### src/rtl/multi_mode_queue_pkg.sv
`default_nettype none
// ============================================================================
// Module   : multi_mode_queue_pkg
// Purpose  : Shared definitions for the multi-mode queue: build-time mode
//            codes, pointer-width helper and the transfer-kind encoding used
//            by the occupancy counter.
// Ports    : none (package)
// Revision : 1.0 - initial release
// ============================================================================
package multi_mode_queue_pkg;

  // Build-time queue modes
  localparam int QUEUE_NORMAL      = 0;
  localparam int QUEUE_PIPE        = 1;
  localparam int QUEUE_BYPASS      = 2;
  localparam int QUEUE_PIPE_BYPASS = 3;

  // Pointer width for a queue of the given depth. A single-entry queue still
  // gets a 1-bit pointer (held at zero) so that no zero-width vectors appear.
  function automatic int ptr_nbits(input int depth);
    return (depth <= 1) ? 1 : $clog2(depth);
  endfunction

  // What happened to the stored contents in one cycle
  typedef enum logic [1:0] {
    XFER_NONE = 2'b00,
    XFER_DEQ  = 2'b01,
    XFER_ENQ  = 2'b10,
    XFER_BOTH = 2'b11
  } xfer_e;

endpackage
`default_nettype wire

### src/rtl/multi_mode_queue_if.sv
`default_nettype none
// ============================================================================
// Module   : multi_mode_queue_if
// Purpose  : Latency-insensitive val/rdy message stream.
// Ports    : val - producer has a message
//            rdy - consumer can accept a message
//            msg - message payload (p_msg_nbits wide)
//            master modport: producer side (drives val/msg, sees rdy)
//            slave  modport: consumer side (drives rdy, sees val/msg)
// Revision : 1.0 - initial release
// ============================================================================
interface multi_mode_queue_if #(
  parameter int p_msg_nbits = 32
);

  logic                   val;
  logic                   rdy;
  logic [p_msg_nbits-1:0] msg;

  modport master (output val, output msg, input rdy);
  modport slave  (input val, input msg, output rdy);

endinterface
`default_nettype wire

### src/rtl/multi_mode_queue_ctrl.sv
`default_nettype none
// ============================================================================
// Module   : multi_mode_queue_ctrl
// Purpose  : Control path of the multi-mode queue: enqueue/dequeue pointers,
//            occupancy count and the mode-dependent val/rdy/bypass logic.
// Ports    : clk, reset (async, active-low)
//            i_enq_val / o_enq_rdy   - input-side handshake
//            o_deq_val / i_deq_rdy   - output-side handshake
//            o_bypass_sel            - output mux selects the input message
//            o_write_en, o_write_ptr - storage write strobe and address
//            o_read_ptr              - storage read address (queue head)
//            o_num_free_entries      - empty entries remaining
// Revision : 1.0 - initial release
// ============================================================================
module multi_mode_queue_ctrl
  import multi_mode_queue_pkg::*;
#(
  parameter int p_type     = QUEUE_NORMAL,
  parameter int p_num_msgs = 4,
  parameter int PTR_NBITS  = ptr_nbits(p_num_msgs),
  parameter int CNT_NBITS  = $clog2(p_num_msgs + 1)
) (
  input  logic                 clk,
  input  logic                 reset,
  input  logic                 i_enq_val,
  output logic                 o_enq_rdy,
  output logic                 o_deq_val,
  input  logic                 i_deq_rdy,
  output logic                 o_bypass_sel,
  output logic                 o_write_en,
  output logic [PTR_NBITS-1:0] o_write_ptr,
  output logic [PTR_NBITS-1:0] o_read_ptr,
  output logic [CNT_NBITS-1:0] o_num_free_entries
);

  localparam logic [CNT_NBITS-1:0] c_depth    = CNT_NBITS'(p_num_msgs);
  localparam logic [PTR_NBITS-1:0] c_last_ptr = PTR_NBITS'(p_num_msgs - 1);
  localparam bit c_pipe_en   = (p_type == QUEUE_PIPE)   || (p_type == QUEUE_PIPE_BYPASS);
  localparam bit c_bypass_en = (p_type == QUEUE_BYPASS) || (p_type == QUEUE_PIPE_BYPASS);

  logic [PTR_NBITS-1:0] r_enq_ptr;
  logic [PTR_NBITS-1:0] r_deq_ptr;
  logic [CNT_NBITS-1:0] r_count;

  logic  w_empty;
  logic  w_full;
  logic  w_bypass;
  logic  w_enq_fire;
  logic  w_deq_fire;
  logic  w_bypass_fire;
  logic  w_do_enq;
  logic  w_do_deq;
  xfer_e w_xfer;

  // Pointers wrap at the real depth, so non-power-of-2 depths work.
  function automatic logic [PTR_NBITS-1:0] next_ptr(input logic [PTR_NBITS-1:0] ptr);
    return (ptr == c_last_ptr) ? '0 : ptr + PTR_NBITS'(1);
  endfunction

  assign w_empty  = (r_count == '0);
  assign w_full   = (r_count == c_depth);
  assign w_bypass = c_bypass_en && w_empty;

  // Both handshakes are forced low while reset is asserted so that nothing
  // completes during reset, including a bypass forward.
  assign o_enq_rdy = reset && (!w_full || (c_pipe_en && i_deq_rdy));
  assign o_deq_val = reset && (!w_empty || (w_bypass && i_enq_val));

  assign w_enq_fire    = i_enq_val && o_enq_rdy;
  assign w_deq_fire    = o_deq_val && i_deq_rdy;
  // A bypassed message goes straight through: no storage write, no pointer
  // or count movement.
  assign w_bypass_fire = w_bypass && w_deq_fire;
  assign w_do_enq      = w_enq_fire && !w_bypass_fire;
  assign w_do_deq      = w_deq_fire && !w_bypass_fire;
  assign w_xfer        = xfer_e'({w_do_enq, w_do_deq});

  assign o_bypass_sel       = w_bypass;
  assign o_write_en         = w_do_enq;
  assign o_write_ptr        = r_enq_ptr;
  assign o_read_ptr         = r_deq_ptr;
  assign o_num_free_entries = c_depth - r_count;

  always_ff @(posedge clk or negedge reset) begin
    if (!reset) begin
      r_enq_ptr <= '0;
      r_deq_ptr <= '0;
      r_count   <= '0;
    end else begin
      if (w_do_enq) r_enq_ptr <= next_ptr(r_enq_ptr);
      if (w_do_deq) r_deq_ptr <= next_ptr(r_deq_ptr);
      case (w_xfer)
        XFER_ENQ: r_count <= r_count + CNT_NBITS'(1);
        XFER_DEQ: r_count <= r_count - CNT_NBITS'(1);
        default:  r_count <= r_count;
      endcase
    end
  end

`ifndef SYNTHESIS
  // Only a pipe-mode simultaneous dequeue may accompany an enqueue when full.
  a_no_overflow:  assert property (@(posedge clk) disable iff (!reset)
                                   (w_do_enq && !w_do_deq) |-> !w_full);
  a_no_underflow: assert property (@(posedge clk) disable iff (!reset)
                                   w_do_deq |-> !w_empty);
  a_count_range:  assert property (@(posedge clk) disable iff (!reset)
                                   r_count <= c_depth);
`endif

endmodule
`default_nettype wire

### src/rtl/multi_mode_queue.sv
`default_nettype none
// ============================================================================
// Module   : multi_mode_queue
// Purpose  : Parametrised FIFO between val/rdy stages with a build-time mode:
//            normal, pipe (accept into a full queue while draining), bypass
//            (empty queue forwards combinationally) or pipe+bypass.
// Ports    : clk              - clock, rising edge
//            reset            - asynchronous active-low reset
//            istream          - enqueue stream (slave: val/msg in, rdy out)
//            ostream          - dequeue stream (master: val/msg out, rdy in)
//            num_free_entries - empty entries, for credit/flow control
// Revision : 1.0 - initial release
// ============================================================================
module multi_mode_queue
  import multi_mode_queue_pkg::*;
#(
  parameter int p_type      = QUEUE_NORMAL,
  parameter int p_msg_nbits = 32,
  parameter int p_num_msgs  = 4
) (
  input  logic                              clk,
  input  logic                              reset,
  multi_mode_queue_if.slave                 istream,
  multi_mode_queue_if.master                ostream,
  output logic [$clog2(p_num_msgs+1)-1:0]   num_free_entries
);

  localparam int PTR_NBITS = ptr_nbits(p_num_msgs);
  localparam int CNT_NBITS = $clog2(p_num_msgs + 1);

  if (p_type < QUEUE_NORMAL || p_type > QUEUE_PIPE_BYPASS) begin : g_bad_type
    $fatal(1, "multi_mode_queue: p_type must be 0..3");
  end
  if (p_msg_nbits < 1 || p_num_msgs < 1) begin : g_bad_size
    $fatal(1, "multi_mode_queue: p_msg_nbits and p_num_msgs must be >= 1");
  end

  logic                   w_enq_rdy;
  logic                   w_deq_val;
  logic                   w_bypass_sel;
  logic                   w_write_en;
  logic [PTR_NBITS-1:0]   w_write_ptr;
  logic [PTR_NBITS-1:0]   w_read_ptr;
  logic [CNT_NBITS-1:0]   w_num_free;

  // Storage is deliberately not reset: the count alone decides validity.
  logic [p_msg_nbits-1:0] r_storage [p_num_msgs];

  multi_mode_queue_ctrl #(
    .p_type     (p_type),
    .p_num_msgs (p_num_msgs),
    .PTR_NBITS  (PTR_NBITS),
    .CNT_NBITS  (CNT_NBITS)
  ) u_ctrl (
    .clk                (clk),
    .reset              (reset),
    .i_enq_val          (istream.val),
    .o_enq_rdy          (w_enq_rdy),
    .o_deq_val          (w_deq_val),
    .i_deq_rdy          (ostream.rdy),
    .o_bypass_sel       (w_bypass_sel),
    .o_write_en         (w_write_en),
    .o_write_ptr        (w_write_ptr),
    .o_read_ptr         (w_read_ptr),
    .o_num_free_entries (w_num_free)
  );

  // In pipe mode a full-queue write lands on the slot being vacated by the
  // same-cycle dequeue, since enq_ptr == deq_ptr when full.
  always_ff @(posedge clk) begin
    if (w_write_en) r_storage[w_write_ptr] <= istream.msg;
  end

  assign istream.rdy      = w_enq_rdy;
  assign ostream.val      = w_deq_val;
  assign ostream.msg      = w_bypass_sel ? istream.msg : r_storage[w_read_ptr];
  assign num_free_entries = w_num_free;

endmodule
`default_nettype wire

### src/flat_wrapper.sv
// flat-port wrapper written by rule: the top's interface ports become plain ports
module multi_mode_queue_flat import multi_mode_queue_pkg::*;
#(
  parameter int p_type      = QUEUE_NORMAL,
  parameter int p_msg_nbits = 32,
  parameter int p_num_msgs  = 4
)
  (clk, reset, num_free_entries, istream_val, istream_msg, istream_rdy, ostream_val, ostream_msg, ostream_rdy);
  multi_mode_queue_if #(.p_msg_nbits(p_msg_nbits)) istream_i ();
  multi_mode_queue_if #(.p_msg_nbits(p_msg_nbits)) ostream_i ();
  input  logic clk;
  input  logic reset;
  output logic [$clog2(p_num_msgs+1)-1:0] num_free_entries;
  input wire logic [$bits(istream_i.val)-1:0] istream_val;
  input wire logic [$bits(istream_i.msg)-1:0] istream_msg;
  output wire logic [$bits(istream_i.rdy)-1:0] istream_rdy;
  output wire logic [$bits(ostream_i.val)-1:0] ostream_val;
  output wire logic [$bits(ostream_i.msg)-1:0] ostream_msg;
  input wire logic [$bits(ostream_i.rdy)-1:0] ostream_rdy;
  assign istream_i.val = istream_val;
  assign istream_i.msg = istream_msg;
  assign istream_rdy = istream_i.rdy;
  assign ostream_val = ostream_i.val;
  assign ostream_msg = ostream_i.msg;
  assign ostream_i.rdy = ostream_rdy;
  multi_mode_queue #(.p_type(p_type), .p_msg_nbits(p_msg_nbits), .p_num_msgs(p_num_msgs)) u_core (.clk(clk), .reset(reset), .istream(istream_i), .ostream(ostream_i), .num_free_entries(num_free_entries));
endmodule
### config.mk
export PLATFORM = sky130hd
export DESIGN_NAME = multi_mode_queue_flat
export DESIGN_NICKNAME = d
export VERILOG_FILES = /design/src/rtl/multi_mode_queue_pkg.sv /design/src/rtl/multi_mode_queue_if.sv /design/src/rtl/multi_mode_queue_ctrl.sv /design/src/rtl/multi_mode_queue.sv /design/src/flat_wrapper.sv
export SDC_FILE = /design/constraint.sdc
export NUM_CORES = 1
export LEC_CHECK = 0
export ABC_AREA = 1
export CAP_MARGIN = 10
export CORE_ASPECT_RATIO = 1.25
export CORE_MARGIN = 2
export CORE_UTILIZATION = 40
export DETAILED_ROUTE_END_ITERATION = 6
export DONT_BUFFER_PORTS = 1
export PLACE_DENSITY = 0.65
export SYNTH_ARGS = -nofsm -noshare
export SYNTH_HDL_FRONTEND = slang
export SYNTH_SLANG_ARGS = --single-unit
### constraint.sdc
create_clock -name clk -period 6.6 [get_ports clk]
set_clock_uncertainty 0.1 [all_clocks]
set_input_delay 0.66 -clock clk [delete_from_list [all_inputs] [get_ports clk]]
set_output_delay 0.66 -clock clk [all_outputs]
set_load 0.1 [all_outputs]
# Word level (Yosys, flattened, before mapping)
# Memory sizes are Yosys's and may differ from the RTL's.
# Index checks and enable logic that the tools add are counted.
[word_totals]
elab_cells = 27
input_bits = 36
out_inout_bits = 37
ram_bits = 128
register_bits = 7
n_memories = 1
[memory_table]
columns = ["memory", "depth", "word_bits", "rd", "rd_ports_with_merged_regs", "wr", "line", "text"]
rows = [
  ["u_core.r_storage", 4, 32, 1, 0, 1, "multi_mode_queue.sv:47", "logic [p_msg_nbits-1:0] r_storage [p_num_msgs];"],
]
[classes]
eq_ne = 5
n_addsub = 5
reduce_logical = 8
n_mux = 5
[op_table]
columns = ["op", "n"]
rows = [
  ["$eq 2x2->1 const B", 3],
  ["$pmux 3 s2", 1],
  ["$add 2x1->2 const B", 2],
  ["$logic_and 1x1->1", 4],
  ["$mux 2", 2],
  ["$add 3x1->3 const B", 1],
  ["$eq 3x3->1 const B", 1],
  ["$logic_not 3->1", 1],
  ["$sub 3x1->3 const B", 1],
  ["$sub 3x3->3 const A", 1],
  ["$eq 2x1->1 const B", 1],
  ["$logic_not 1->1", 2],
  ["$mux 1", 2],
  ["$reduce_bool 2->1", 1],
]

# Logic depth before layout (Yosys ltp)
# Gate-level depths: netlist (run 1).
[depth]
ltp_word = 6
depth_mapped = 14
mapped_depth_nobuf = 14

# Modules after synthesis
# From an unflattened synthesis (run 1), not the netlist that was laid out.
[unflattened]
cells_unflattened = 665
hier_area_um2 = 6299.8
[modules_own_cells]
columns = ["module", "area_per_inst_um2", "seq_area_each_um2", "cells_each", "instances"]
rows = [
  ["multi_mode_queue", 5833.1, 3843.7, 613, 1],
  ["multi_mode_queue_ctrl", 466.7, 175.2, 52, 1],
]

# Least setup slack after synthesis (run 1)
# No wires, ideal clock.
[synth_path]
kind = "reg2reg"
from = "register u_core.u_ctrl.r_count[0]"
to = "memory u_core.r_storage[0][0] (enable)"
required_ps = 6079
setup_ps = 421
path_stages_with_launch = 7
period_less_slack_ps = 4415
n_path_buf = 0
arrival_ps = 3894
path_slack_ps = 2185
cell_sequence = "dfrtp_1 inv_1 ha_1 ha_1 nor2_1 nand2_2 nor2_1"
[synth_via]
elab_chain_cells = 6
[synth_rtl]
columns = ["item", "line", "text"]
rows = [
  ["start, declared", "multi_mode_queue_ctrl.sv:43", "logic [CNT_NBITS-1:0] r_count;"],
  ["start signal, assigned", "multi_mode_queue_ctrl.sv:93", "XFER_ENQ: r_count <= r_count + CNT_NBITS'(1);"],
  ["start signal, assigned", "multi_mode_queue_ctrl.sv:94", "XFER_DEQ: r_count <= r_count - CNT_NBITS'(1);"],
  ["start signal, assigned", "multi_mode_queue_ctrl.sv:95", "default: r_count <= r_count;"],
  ["$eq 3x3->1", "multi_mode_queue_ctrl.sv:61", "assign w_full = (r_count == c_depth);"],
  ["$logic_not 1->1", "multi_mode_queue_ctrl.sv:66", "assign o_enq_rdy = reset && (!w_full || (c_pipe_en && i_deq_rdy));"],
  ["$logic_and 1x1->1", "multi_mode_queue_ctrl.sv:66", ""],
  ["via istream_rdy", "flat_wrapper.sv:16", "output wire logic [$bits(istream_i.rdy)-1:0] istream_rdy;"],
  ["$logic_and 1x1->1", "multi_mode_queue_ctrl.sv:69", "assign w_enq_fire = i_enq_val && o_enq_rdy;"],
  ["$mux 1", "multi_mode_queue.sv:71", "if (w_write_en) r_storage[w_write_ptr] <= istream.msg;"],
  ["$mux 1 (implied by the code)", "multi_mode_queue.sv:71", ""],
  ["end, declared", "multi_mode_queue.sv:47", ""],
]
# The timed path passes the listed nets, and every way through them passes these cells.

# Worst setup path in the final report (run 1)
[layout_path]
from = "register u_core.u_ctrl.r_count[0]"
to = "register u_core.u_ctrl.r_count[2]"
[layout_via]
elab_chain_cells = 6
elab_cells_between_ends = 14
classes_between = "add/sub (2); eq/ne (3); mux (1); reduce/logical (8)"
[layout_rtl]
columns = ["item", "line", "text"]
rows = [
  ["$logic_not 3->1 *", "multi_mode_queue_ctrl.sv:60", "assign w_empty = (r_count == '0);"],
  ["$logic_not 1->1 *", "multi_mode_queue_ctrl.sv:67", "assign o_deq_val = reset && (!w_empty || (w_bypass && i_enq_val));"],
  ["$logic_and 1x1->1 *", "multi_mode_queue_ctrl.sv:67", ""],
  ["via ostream_val", "flat_wrapper.sv:17", "output wire logic [$bits(ostream_i.val)-1:0] ostream_val;"],
  ["$logic_and 1x1->1 *", "multi_mode_queue_ctrl.sv:70", "assign w_deq_fire = o_deq_val && i_deq_rdy;"],
  ["via u_core.u_ctrl.w_deq_fire", "multi_mode_queue_ctrl.sv:49", "logic w_deq_fire;"],
  ["$eq 2x1->1 or $eq 2x2->1 (tied branches)", "multi_mode_queue_ctrl.sv:92", "case (w_xfer)"],
  ["$pmux 3 s2 or $reduce_bool 2->1 (tied branches)", "n/a", ""],
]
# The timed path passes the listed nets; every way through them passes the cells marked *.
# A chain may end at the register's enable or synchronous reset.

==> summary.txt, run 1 <==
Yosys
  • Post-synthesis sequential area ratio: 71.1%
  • Post-Syn Area per Cell: 12.9 µm²
  • Post-Syn Nets: 483
  • Synth Warn #: 0
  • Synth unique cells: 19
  • Mapped cell area: 5650 µm²
  • Register bit total from synthesis: 135
  • Gate Count Post-Synth: 437

Critical path
  • Crit path launch type: flip-flop
  • Endpoint type of the worst setup path: flip-flop
  • CP arrival: 4300 ps
  • Worst r2r path cells: 13
  • CP max FO: 4
  • Worst endpoint required time: 6800 ps
  • Reg2Reg Capture Point: u_core.u_ctrl.r_count[2]
  • Register-to-register setup slack: 2500 ps
  • Crit Path Class: flip-flop to flip-flop
  • Start of the worst register-to-register path: u_core.u_ctrl.r_count[0]

Floorplan
  • Die Footprint: 15100 µm²
  • Core ar.: 13800 µm²
  • Chip width: 110 µm
  • Die height: 137 µm
  • Initial core utilization: 40.9%
  • IO Count: 73
  • Cell row count: 48

Placement
  • Final HPWL DP: 6040 µm
  • Final GP Congestion: 0.735
  • PortBufs: 0
  • Area post-placement: 5690 µm²

STA
  • RSZ-0062 raised after global routing: false
  • Fin crit period: 4100 ps
  • Slew margin rel.: 19.4%
  • Fmax: 244 MHz
  • Fin crit share: 62.1%
  • Hold Fails Final Rpt: 0
  • Slew @ Worst Pin: 1210 ps
  • Max Slew Vio Count: 0
  • Setup violators final: 0
  • Setup_tns: 0 ps

Routing
  • Post-route antenna net violation count: 0
  • DR vias: 3018
  • Pre-antenna DRT Iters: 4
  • Via density: 4.84
  • Total Wirelength: 10100 µm
  • Avg WL per Cell: 16.2 µm
  • Starting DRC count in detailed routing: 187
  • Number of remaining DRC errors: 0

Layout
  • Layout area overhead: 11.8%
  • Layout Utilization: 45.7%
  • Design Area, Final: 6320 µm²
  • Layout cells sized above 1: 8.24%
  • ANT cells: 0
  • Fin nets: 482

Clock network
  • Clock buffer depth: 2
  • Clock sink count: 135
  • TritonCTS clock tree: yes
  • H-tree depth: 4
  • Setup Buffers After CTS: 0
  • Worst-Skew Late Latency: 410 ps
  • CTS buffer count: 17
  • Post-CTS Hold Fix Bufs: 1
  • Root Buffer: clkbuf_16
  • # resized after CTS: 0
  • Clock transition at path regs: 60 ps

Min path
  • Worst hold endpoint: u_core.r_storage[1][16]
  • Worst min-delay path startpoint: istream_msg[16]
  • Hold Crit Depth: 0
  • Worst hold path class: primary input to flip-flop

GRT
  • First-pass GRT wire length: 15200 µm
  • Initial antenna violation count: 0
  • Total track usage: 14.0%
  • Maximum number of pins on one net before global-route repair: 129
  • Total gr overflow: 0
  • Vias in the first global route: 2972

Flow run
  • Maxcap violations: 0

Outcome
  • Status: complete, no violations
[area by class of cell]
type	count	area, µm²
fillers	1200	7500
flip-flops and latches	135	4020
multi-input cells	199	1140
clock buffers	20	437
inverters	81	307
well taps	175	219
clock inverters	12	181
repair buffers	2	17.5
[kinds of logic (layout without fill, tap and decap cells)]
family	count (synthesis)	in the layout	share of synthesized area, %
buf+inv	103	115	9.39
xor+xnor	1	1	0.155
fa+ha+maj	10	10	2.35
simple gates	121	121	8.22
compound gates	67	67	8.77
flops	135	135	71.1
[per-stage QoR]
step,cells,worst slack (ps),hold WS (ps)
6_report,624,2500,244
5_1_grt,624,2340,222
4_1_cts,624,2530,229
3_5_place_dp,591,2550,265
3_3_place_gp,591,2680,265
2_1_floorplan,437,2180,264
[routing by layer]
metal / global-route usage, % / vias up / wire length [µm]
met5: 0 / - / 0
met2: 23.6 / 70 / 5330
met3: 7.48 / 10 / 858
met4: 5.21 / 0 / 94
li1: - / 1499 / -
met1: 14.6 / 1439 / 3820
[synth_stat cells (all sizes together)]
| cell | instances | area [µm²] |
|---|---|---|
| clkbuf | 5 | 68.8 |
| buf | 17 | 158 |
| nand2 | 111 | 419 |
| dfrtp | 7 | 175 |
| inv | 81 | 304 |
| fa | 1 | 20.0 |
| o211ai | 64 | 480 |
| o21ai | 3 | 15.0 |
| or2 | 1 | 6.26 |
| nand4 | 1 | 6.26 |
| nand3 | 2 | 10.0 |
| edfxtp | 128 | 3840 |
| nor2 | 6 | 22.5 |
| xnor2 | 1 | 8.76 |
| ha | 9 | 113 |
[cell usage in the layout (no fill, tap or decap)]
| master | count |
|---|---|
| edfxtp_1 | 128 |
| nand2_1 | 110 |
| inv_1 | 80 |
| o211ai_1 | 64 |
| clkbuf_16 | 17 |
| ha_1 | 9 |
| dfrtp_1 | 6 |
| bufinv_16 | 5 |
| nor2_4 | 4 |
| clkinv_2 | 4 |
| o21ai_0 | 3 |
| clkbuf_1 | 3 |
| clkinv_1 | 3 |
| nor2_2 | 2 |
| nand3_1 | 2 |
| inv_4 | 1 |
| nand2_2 | 1 |
| xnor2_1 | 1 |
| or2_2 | 1 |
| nand4_1 | 1 |
| fa_1 | 1 |
| dlygate4sd3_1 | 1 |
| buf_4 | 1 |
| dfrtp_2 | 1 |
[worst max-delay path, cell delays in order, from the launching register on]
cell and delay (ps):
dfrtp_1 960, inv_1 210, ha_1 290, ha_1 190, nor2_2 840, nand2_1 260, inv_1 160, ha_1 190
inv_1 80, fa_1 400, nand2_1 110, nand3_1 80, nand2_1 60, nand2_1 50
[registers in the layout (all words and copies together) (netlist names)]
register / flops
u_core.r_storage: 128
u_core.u_ctrl.o_read_ptr: 2
u_core.u_ctrl.o_write_ptr: 2
u_core.u_ctrl.r_count: 3
[how the worst max path moves through the flow]
stage | start | end | slack, ps | cells past startpoint
3_3_place_gp | u_core.u_ctrl.r_count[0] | u_core.u_ctrl.r_count[2] | 2680 | 13
3_5_place_dp | u_core.u_ctrl.r_count[0] | u_core.u_ctrl.r_count[2] | 2550 | 13
6_report | u_core.u_ctrl.r_count[0] | u_core.u_ctrl.r_count[2] | 2500 | 13
5_1_grt | u_core.u_ctrl.r_count[0] | u_core.u_ctrl.r_count[2] | 2340 | 13
2_1_floorplan | u_core.u_ctrl.r_count[0] | u_core.r_storage[0][0] | 2180 | 6
4_1_cts | u_core.u_ctrl.r_count[0] | u_core.u_ctrl.r_count[2] | 2530 | 13
Power of run 1 is not shown: default switching activity piles up to over one toggle a cycle in this logic, so the estimate is an artifact.
==> inputs of run 2 (changes only) <==
- ABC_AREA: 1 -> 0
- clock period: 6.6 -> 3.9 ns (I/O delays scaled with it)
==> run 2 against run 1 <==
Register-to-register slack lost 1500 ps. Critical path depth shrank 11. Worst hold slack lost 62 ps. Via count shrank 26%. Non-clock buffer count grew 39. Wire length shrank 12%. Critical path type is now flip-flop to output pin. Highest routed layer unchanged.
==> summary.txt, run 2 <==
Yosys
  • Post-synthesis sequential area ratio: 77.9%
  • Top FF cell, synth: edfxtp_1
  • Register bit total from synthesis: 135
  • Area share of the largest cell type after synthesis: 74.5%
  • Synth unique cells: 21
  • Cell taking the most area after synthesis: edfxtp_1
  • Gate Count Post-Synth: 218
  • Post-synth EDFFs: 128
  • Synth area leaders: edfxtp_1 (75%), mux4_2 (12%), dfrtp_1 (3.4%)
  • Count leader, synth: edfxtp_1
  • Synth Warn #: 0
  • Top post-synthesis cells by count: edfxtp_1 (128), mux4_2 (28), ha_1 (9), inv_1 (9), dfrtp_1 (7)
  • Post-Syn Nets: 264
  • Post-Syn Area per Cell: 23.7 µm²
  • Mapped cell area: 5160 µm²
  • Asr flop ratio synth: 5.19%

Layout
  • Multi-input logic area: 1010 µm²
  • Max reg flops: 128
  • Commonest non-fill, non-tap cell in the layout: edfxtp_1
  • Biggest regs: u_core.r_storage x128, u_core.u_ctrl.r_count x3
  • Top reg by flops: u_core.r_storage
  • Layout fillers: 1043
  • Register area: 4020 µm²
  • Layout area overhead: 21.9%
  • ANT cells: 0
  • Fin nets: 314
  • Layout cells sized above 1: 27.0%
  • Most frequent cells in the layout: edfxtp_1 (128), dlygate4sd3_1 (33), mux4_2 (28)

Routing
  • Avg WL per Cell: 19.8 µm
  • DR vias: 2248
  • Pre-antenna DRT Iters: 4
  • Starting DRC count in detailed routing: 109
  • Number of remaining DRC errors: 0
  • Post-route antenna net violation count: 0
  • Via density: 5.01
  • Total Wirelength: 8900 µm

Critical path
  • Crit Path Class: flip-flop to output pin
  • Crit path launch type: flip-flop
  • Worst endpoint required time: 3410 ps
  • CP max FO: 23
  • CP arrival: 2500 ps
  • Endpoint type of the worst setup path: output pin
  • Reg2Reg Capture Point: u_core.r_storage[3][24]
  • Register-to-register setup slack: 1000 ps
  • Worst r2r path cells: 7
  • Start of the worst register-to-register path: u_core.u_ctrl.r_count[0]

Floorplan
  • Core ar.: 12700 µm²
  • Initial core utilization: 40.7%
  • Die Footprint: 13800 µm²
  • Die height: 131 µm
  • Cell row count: 46
  • IO Count: 73
  • Chip width: 106 µm

GRT
  • Total track usage: 13.8%
  • Vias in the first global route: 2522
  • Total gr overflow: 0
  • Maximum number of pins on one net before global-route repair: 35
  • First-pass GRT wire length: 13700 µm
  • Initial antenna violation count: 0

STA
  • Fin crit share: 76.7%
  • Hold Fails Final Rpt: 0
  • RSZ-0062 raised after global routing: false
  • Setup violators final: 0
  • Slew margin rel.: 34.0%
  • Max Slew Vio Count: 0
  • Fmax: 334 MHz
  • Setup_tns: 0 ps
  • Slew @ Worst Pin: 995 ps
  • Fin crit period: 2990 ps

Clock network
  • Clock buffer depth: 2
  • Root Buffer: clkbuf_16
  • TritonCTS clock tree: yes
  • Clock sink count: 135
  • CTS buffer count: 17
  • Clock transition at path regs: 60 ps
  • Worst-Skew Late Latency: 410 ps
  • H-tree depth: 4
  • Setup Buffers After CTS: 0

Min path
  • Worst min-delay path startpoint: ostream_rdy
  • Worst hold endpoint: u_core.u_ctrl.o_read_ptr[1]
  • Hold Crit Depth: 2
  • Worst hold path class: primary input to flip-flop

Placement
  • Final HPWL DP: 5380 µm
  • PortBufs: 0
  • Final GP Congestion: 0.696

Flow run
  • Maxcap violations: 0

Outcome
  • Status: complete, no violations
[run 2: cell count changes after synthesis, moves of 4 or more]
cell / previous run / this run
clkbuf_8: 5 / 0
buf_6: 10 / 1
inv_1: 80 / 9
nand2_1: 110 / 4
and2_1: 0 / 4
mux4_2: 0 / 28
o211ai_1: 64 / 0
mux4_1: 0 / 4
[run 2: per-stage QoR]
stage | utilization (%) | cells | area, µm² | worst slack, ps | hold WS, ps
after floorplan | - | 218 | 5160 | 208 | -5.59
after global placement | 42.2 | 384 | 5340 | 1040 | -5.23
after detailed placement | 42.2 | 384 | 5340 | 971 | -5.31
after CTS | 49.7 | 449 | 6290 | 825 | 166
after global routing | 49.7 | 449 | 6290 | 743 | 173
final | 49.7 | 449 | 6290 | 909 | 182
[run 2: layer usage]
layer	GRT usage [%]	share of wire [%]	wire length (µm)
met3	5.41	5.3	472
met1	15.2	41	3650
met4	6.27	1.4	123
met2	23.7	52	4660
met5	0	0	0
[run 2: final cells by class]
type | instances | share of cell area [%]
flip-flops and latches | 135 | 64.0
repair buffers | 41 | 6.21
inverters | 9 | 0.537
clock buffers | 21 | 7.48
well taps | 168 | 3.34
clock inverters | 11 | 2.33
multi-input cells | 64 | 16.1
[run 2: kinds of logic after synthesis]
group	synth area share [%]
xor+xnor	0.509
simple gates	1.41
mux	14.7
fa+ha+maj	2.57
compound gates	0.291
flops	77.9
buf+inv	2.62
[run 2: worst max-delay path by stage]
stage | startpoint | slack [ps] | to | cells after the start
4_1_cts | u_core.u_ctrl.o_read_ptr[0] | 820 | ostream_msg[31] | 2
3_3_place_gp | u_core.u_ctrl.r_count[0] | 1040 | u_core.r_storage[0][1] | 7
5_1_grt | u_core.u_ctrl.o_read_ptr[0] | 740 | ostream_msg[31] | 2
3_5_place_dp | u_core.u_ctrl.r_count[0] | 970 | u_core.r_storage[3][31] | 7
6_report | u_core.u_ctrl.o_read_ptr[0] | 910 | ostream_msg[24] | 2
2_1_floorplan | u_core.u_ctrl.r_count[0] | 210 | u_core.u_ctrl.r_count[2] | 12
[run 2: critical path: stages (launching register included)]
cell and delay (ps):
dfrtp_2 850, buf_4 400, mux4_2 830
[run 2: timing repair]
action                                 in CTS  in global routing
endpoints found under the hold margin     135                  0
gates resized for setup                     0                  0
hold buffers                               33                  0
Power of run 2 is left out for the same reason.
